File: src/rtl/mole_spawner.sv
`default_nettype none
// ============================================================================
//  Module      : mole_spawner
//  Description : Mole request responder for the whac-a-mole game FSM.
//                On each ready_for_mole pulse it picks a pseudo-random mole
//                from a free-running 16-bit Galois LFSR and drives it one-hot
//                on led_number. The same pulse raises timeout and starts a
//                per-level lifetime countdown. The countdown advances only
//                while timeout_start is high. spawn_count counts spawns
//                since reset.
//  Ports       : clk            - sole clock, rising edge
//                reset          - synchronous, active-high
//                ready_for_mole - request pulse: new mole, new lifetime
//                timeout_start  - enables the lifetime countdown
//                level_number   - level select (0 = hold latched level)
//                led_number     - one-hot active mole (registered)
//                timeout        - 1 while the lifetime remains (registered)
//                spawn_count    - spawns since reset, wraps mod 2^16
//  Revision    : 1.0 - initial release
// ============================================================================
module mole_spawner #(
    parameter int          NUM_MOLES     = 18,
    parameter int unsigned LEVEL1_CYCLES = 50_000_000,
    parameter int unsigned LEVEL2_CYCLES = 25_000_000,
    parameter int unsigned LEVEL3_CYCLES = 12_500_000,
    parameter logic [15:0] LFSR_SEED     = 16'hACE1
) (
    input  logic                 clk,
    input  logic                 reset,
    input  logic                 ready_for_mole,
    input  logic                 timeout_start,
    input  logic [1:0]           level_number,
    output logic [NUM_MOLES-1:0] led_number,
    output logic                 timeout,
    output logic [15:0]          spawn_count
);

    // An all-zero seed would lock the LFSR at zero forever.
    localparam logic [15:0] c_seed  = (LFSR_SEED == 16'h0000) ? 16'hACE1 : LFSR_SEED;
    localparam logic [15:0] c_taps  = 16'hB400;
    localparam logic [5:0]  c_num   = 6'(NUM_MOLES);
    localparam logic [31:0] c_load1 = 32'(LEVEL1_CYCLES - 1);
    localparam logic [31:0] c_load2 = 32'(LEVEL2_CYCLES - 1);
    localparam logic [31:0] c_load3 = 32'(LEVEL3_CYCLES - 1);

    logic [15:0]          r_lfsr;
    logic [1:0]           r_level;
    logic [31:0]          r_countdown;
    logic [5:0]           r_prev_idx;
    logic                 r_prev_valid;
    logic [NUM_MOLES-1:0] r_led;
    logic                 r_timeout;
    logic [15:0]          r_spawn_count;

    logic [15:0]          w_lfsr_next;
    logic [5:0]           w_raw;
    logic [5:0]           w_idx_mod;
    logic [5:0]           w_idx_inc;
    logic [5:0]           w_idx;
    logic [NUM_MOLES-1:0] w_onehot;
    logic [31:0]          w_load;

    assign w_lfsr_next = {1'b0, r_lfsr[15:1]} ^ (r_lfsr[0] ? c_taps : 16'h0000);

    // raw < 32 and NUM_MOLES >= 16, so one conditional subtract lands in range.
    assign w_raw     = {1'b0, r_lfsr[4:0]};
    assign w_idx_mod = (w_raw >= c_num) ? (w_raw - c_num) : w_raw;
    assign w_idx_inc = w_idx_mod + 6'd1;

    // Bump to the next mole (with wrap) so the same LED never lights twice in a row.
    always_comb begin
        w_idx = w_idx_mod;
        if (r_prev_valid && (w_idx_mod == r_prev_idx)) begin
            w_idx = (w_idx_inc == c_num) ? 6'd0 : w_idx_inc;
        end
    end

    assign w_onehot = {{(NUM_MOLES-1){1'b0}}, 1'b1} << w_idx;

    // The latched level is never 0, so the default arm serves level 3.
    always_comb begin
        case (r_level)
            2'd1:    w_load = c_load1;
            2'd2:    w_load = c_load2;
            default: w_load = c_load3;
        endcase
    end

    always_ff @(posedge clk) begin
        if (reset) begin
            r_lfsr        <= c_seed;
            r_level       <= 2'd1;
            r_countdown   <= 32'd0;
            r_prev_idx    <= 6'd0;
            r_prev_valid  <= 1'b0;
            r_led         <= '0;
            r_timeout     <= 1'b0;
            r_spawn_count <= 16'd0;
        end else begin
            r_lfsr <= w_lfsr_next;

            if (level_number != 2'd0) begin
                r_level <= level_number;
            end

            // A request outranks the countdown: reload, never decrement.
            if (ready_for_mole) begin
                r_led         <= w_onehot;
                r_prev_idx    <= w_idx;
                r_prev_valid  <= 1'b1;
                r_timeout     <= 1'b1;
                r_countdown   <= w_load;
                r_spawn_count <= r_spawn_count + 16'd1;
            end else if (timeout_start && r_timeout) begin
                if (r_countdown == 32'd0) begin
                    r_timeout <= 1'b0;
                end else begin
                    r_countdown <= r_countdown - 32'd1;
                end
            end
        end
    end

    assign led_number  = r_led;
    assign timeout     = r_timeout;
    assign spawn_count = r_spawn_count;

endmodule
`default_nettype wire

File: config.mk
export PLATFORM = sky130hd
export DESIGN_NAME = mole_spawner
export DESIGN_NICKNAME = d
export VERILOG_FILES = /design/src/rtl/mole_spawner.sv
export SDC_FILE = /design/constraint.sdc
export NUM_CORES = 1
export LEC_CHECK = 0
export CAP_MARGIN = 20
export CELL_PAD_IN_SITES_DETAIL_PLACEMENT = 0
export CELL_PAD_IN_SITES_GLOBAL_PLACEMENT = 1
export CORE_ASPECT_RATIO = 1.25
export CORE_UTILIZATION = 39
export CTS_CLUSTER_DIAMETER = 40
export DETAILED_ROUTE_END_ITERATION = 12
export PLACE_DENSITY = 0.85
export REMOVE_ABC_BUFFERS = 1
export SKIP_LAST_GASP = 1
export SLEW_MARGIN = 15
export SYNTH_ARGS = -nofsm -noshare
export SYNTH_HDL_FRONTEND = slang
export SYNTH_SLANG_ARGS = --single-unit
File: constraint.sdc
create_clock -name clk -period 3.2 [get_ports clk]
set_input_delay 0.96 -clock clk [delete_from_list [all_inputs] [get_ports clk]]
set_output_delay 0.96 -clock clk [all_outputs]
set_load 0.03 [all_outputs]
==> impl_metrics.ini <==
[run_status]
outcome = finished clean

[power]
clockPowerShare_pct = 42.2
vdd_drop_max_mv = 0.387
combPwrFrac_pct = 11.3
p_sw_share_pct = 25.5
p_int_uw = 1980
powerDensity_nw_per_um2 = 515
pwr-share-seq_pct = 46.5
switchingPower_uw = 678
p_leak_uw = 0.00190

[floorplanning]
core_area_sq_um = 10600
initial_utilization_pct = 40.2
io_pins = 41
die_y_um = 119
die_area_sq_um = 11400
fp-row-count = 42
die_w_um = 95.5

[logic_synthesis]
syn_area_sq_um = 4270
avgSynthCellArea_sq_um = 8.83
netlist_top_cells_area = dfxtp_1 43%, xor2_1 5.5%, xnor2_1 5.1%, nor2_1 4.6%, o31ai_1 3.9%
synth_edf_count = 0
ys_types = 51
synth_area_leader_cell = dfxtp_1
synth_top_cell_area_share_pct = 43.2
post_synth_inst_count = 483
seq_area_frac_synth_pct = 43.2
synth_ff_type = dfxtp_1
yosysWarnings = 0
ys_ff_latch = 92
async_flop_share_pct = 0

[worst_hold_path]
holdPathStages = 1
holdPathEnd = r_lfsr[11]
min_from = r_lfsr[12]
min_path_type = register to register

[grt]
met3_usage_pct = 4.53
grt_start_max_net_pins = 34
grt_pass1_vias = 3336
grt_pass1_wl_mm = 15.9
met1_usage_pct = 22.2
grtUsageTotal_pct = 17.8
grt-busiest-layer = met2
met2_usage_pct = 28.9
antenna_found_initial = 0
overflow = 0

[setup_path]
required_ns = 3.45
critPathCaptureType = register
reg2reg_to = led_number[11]
crit_arrival_ns = 3.29
ff2ff_setup_slack_ns = 0.16
critical_path.max_fanout = 16
slowest_stage = or4_1
crit_type = register to register
start_kind = register
max_stage_delay_ns = 0.56
r2r_start = r_lfsr[4]
reg2reg_depth = 8
path_cells = nor4b_1, buf_4, xor2_1, or4_4, or4_1, a211o_4, a21o_4, o31ai_1

[route]
dr_total_vias = 3502
drt_wl_total_mm = 9.42
drc = 0
via_per_inst = 5.29
drt_iter0_markers = 131
wl_per_cell_um = 14.2
first_pass_iters = 4
ant_nets = 0

[cts]
root_buffer = clkbuf_16
clock-sinks = 92
htree_levels = 3
clk_path_buf_depth = 2
clk_pin_slew_ns = 0.07
clock_latency_ns = 0.34
cts_hold_buf = 0
cts_buffers = 9
cts_tree = done

[finish]
layout-drive-gt1-share_pct = 10.0
fin_area_sq_um = 5160
register_area_sq_um = 1840
multiInputGateArea_sq_um = 2270
fillCellCount = 1012
finalNetCount = 540
area_delta_synth_final_pct = 20.9
n_antenna_cell = 0

[sta]
fmaxAchievable_mhz = 329
fin_tns_setup_ns = 0
rsz0062_at_grt = no
period_needed_ns = 3.04
skew_ns = 0.00595
worst_pin_slew_ns = 0.622
setup_viol = 0
slew_headroom_pct = 58.2
maxSlewViolCount = 0
period_share_pct = 95.1
final_hold_viol_count = 0

[flow_run]
maxCapViolCount = 0

[place]
dp_hpwl_mm = 6.67
gp_congestion = 0.860
dpl_cell_area_sq_um = 4820
portBuffers = 40
-- stage by stage --
step           setup slack (ns)  util (%)  power (uW)  cells  hold WS, ns
6_report                  0.156      48.6        2660    662        0.417
5_1_grt                  0.0214      48.6        2770    662        0.432
3_5_place_dp             0.0579      45.4        1560    645        0.400
3_3_place_gp              0.243      45.4        1550    645        0.395
2_1_floorplan             0.112         -        1450    459        0.389
4_1_cts                  0.0336      48.4        2680    661        0.420
-- power groups by stage --
stage | registers [uW] | clock network, uW | logic, uW
2_1_floorplan | 1270 | 0 | 177
3_3_place_gp | 1260 | 0 | 291
3_5_place_dp | 1260 | 0 | 296
4_1_cts | 1240 | 1150 | 299
5_1_grt | 1240 | 1190 | 333
6_report | 1240 | 1120 | 300
-- cells in the final DEF (no fill, tap or decap), drive strengths merged, types with 8 or more instances in the layout --
| master | instances |
|---|---|
| inv | 16 |
| o31ai | 22 |
| clkbuf | 11 |
| nand2 | 43 |
| dfxtp | 92 |
| nor4 | 10 |
| a21boi | 11 |
| nand3 | 14 |
| xnor2 | 25 |
| or2 | 9 |
| ha | 9 |
| clkdlybuf4s50 | 39 |
| buf | 16 |
| nor3 | 16 |
| a21oi | 23 |
| or4 | 8 |
| xor2 | 27 |
| nor2 | 52 |
| nor2b | 8 |
| and3 | 8 |
-- cell usage after synthesis (all sizes together), types with 3 or more instances --
cell,instances
or3,3
nand4,6
nor4,10
nor4bb,3
o21a,6
a21oi,23
nand2,43
and3,8
xor2,27
and4,3
dfxtp,92
xnor2,25
a31oi,5
o31ai,22
buf,8
nor2b,8
a211oi,5
mux2i,6
clkbuf,16
o21ai,4
nor2,52
or4,8
a21boi,11
or2,9
nor3,16
nand2b,4
nand3,14
inv,14
ha,9
-- critical path, delay by kind of cell, from the launching register on --
kind	cells	cell delay, ns
flip-flops	1	0.48
buffers and inverters	1	0.18
AO/OA/AOI/OAI	3	0.88
XOR/XNOR	1	0.06
AND/OR/NAND/NOR	3	1.34
-- cell families after synthesis --
group           share of synthesized area (%)
mux                                      1.94
simple gates                             23.1
compound gates                           14.6
buf+inv                                  3.81
flops                                    43.2
xor+xnor                                 10.7
fa+ha+maj                                2.64
-- flip-flops by register name, summed over array words and instances (netlist names) --
name          count
r_lfsr           16
r_prev_valid      1
timeout           1
spawn_count      16
r_level           2
r_prev_idx        6
led_number       18
r_countdown      32
-- layout make-up --
| cell class | instances | area share, % |
|---|---|---|
| multi-input cells | 353 | 44.0 |
| flip-flops and latches | 92 | 35.8 |
| repair buffers | 55 | 9.85 |
| clock buffers | 11 | 4.90 |
| well taps | 132 | 3.20 |
| clock inverters | 5 | 1.29 |
| inverters | 14 | 1.02 |
-- metal layers --
metal | wire length (um) | vias up
met5 | 0 | -
met4 | 226 | 0
met3 | 366 | 19
li1 | - | 1775
met1 | 4270 | 1644
met2 | 4570 | 64
-- worst max path at each step --
stage	endpoint	cells past startpoint	slack, ns	from
global placement	led_number[3]	9	0.24	r_lfsr[1]
CTS	led_number[11]	9	0.03	r_lfsr[1]
detailed placement	led_number[11]	9	0.06	r_lfsr[1]
finish	led_number[11]	8	0.16	r_lfsr[4]
global route	led_number[14]	9	0.02	r_lfsr[4]
floorplan	led_number[1]	7	0.11	r_lfsr[4]
-- timing repair --
action | CTS | global route
endpoints found under the setup margin | 0 | 19
setup buffers | 0 | 0
resized for setup | 0 | 4
hold endpoints to repair | 0 | 0
Note: power is estimated with default switching activity, not from simulation.
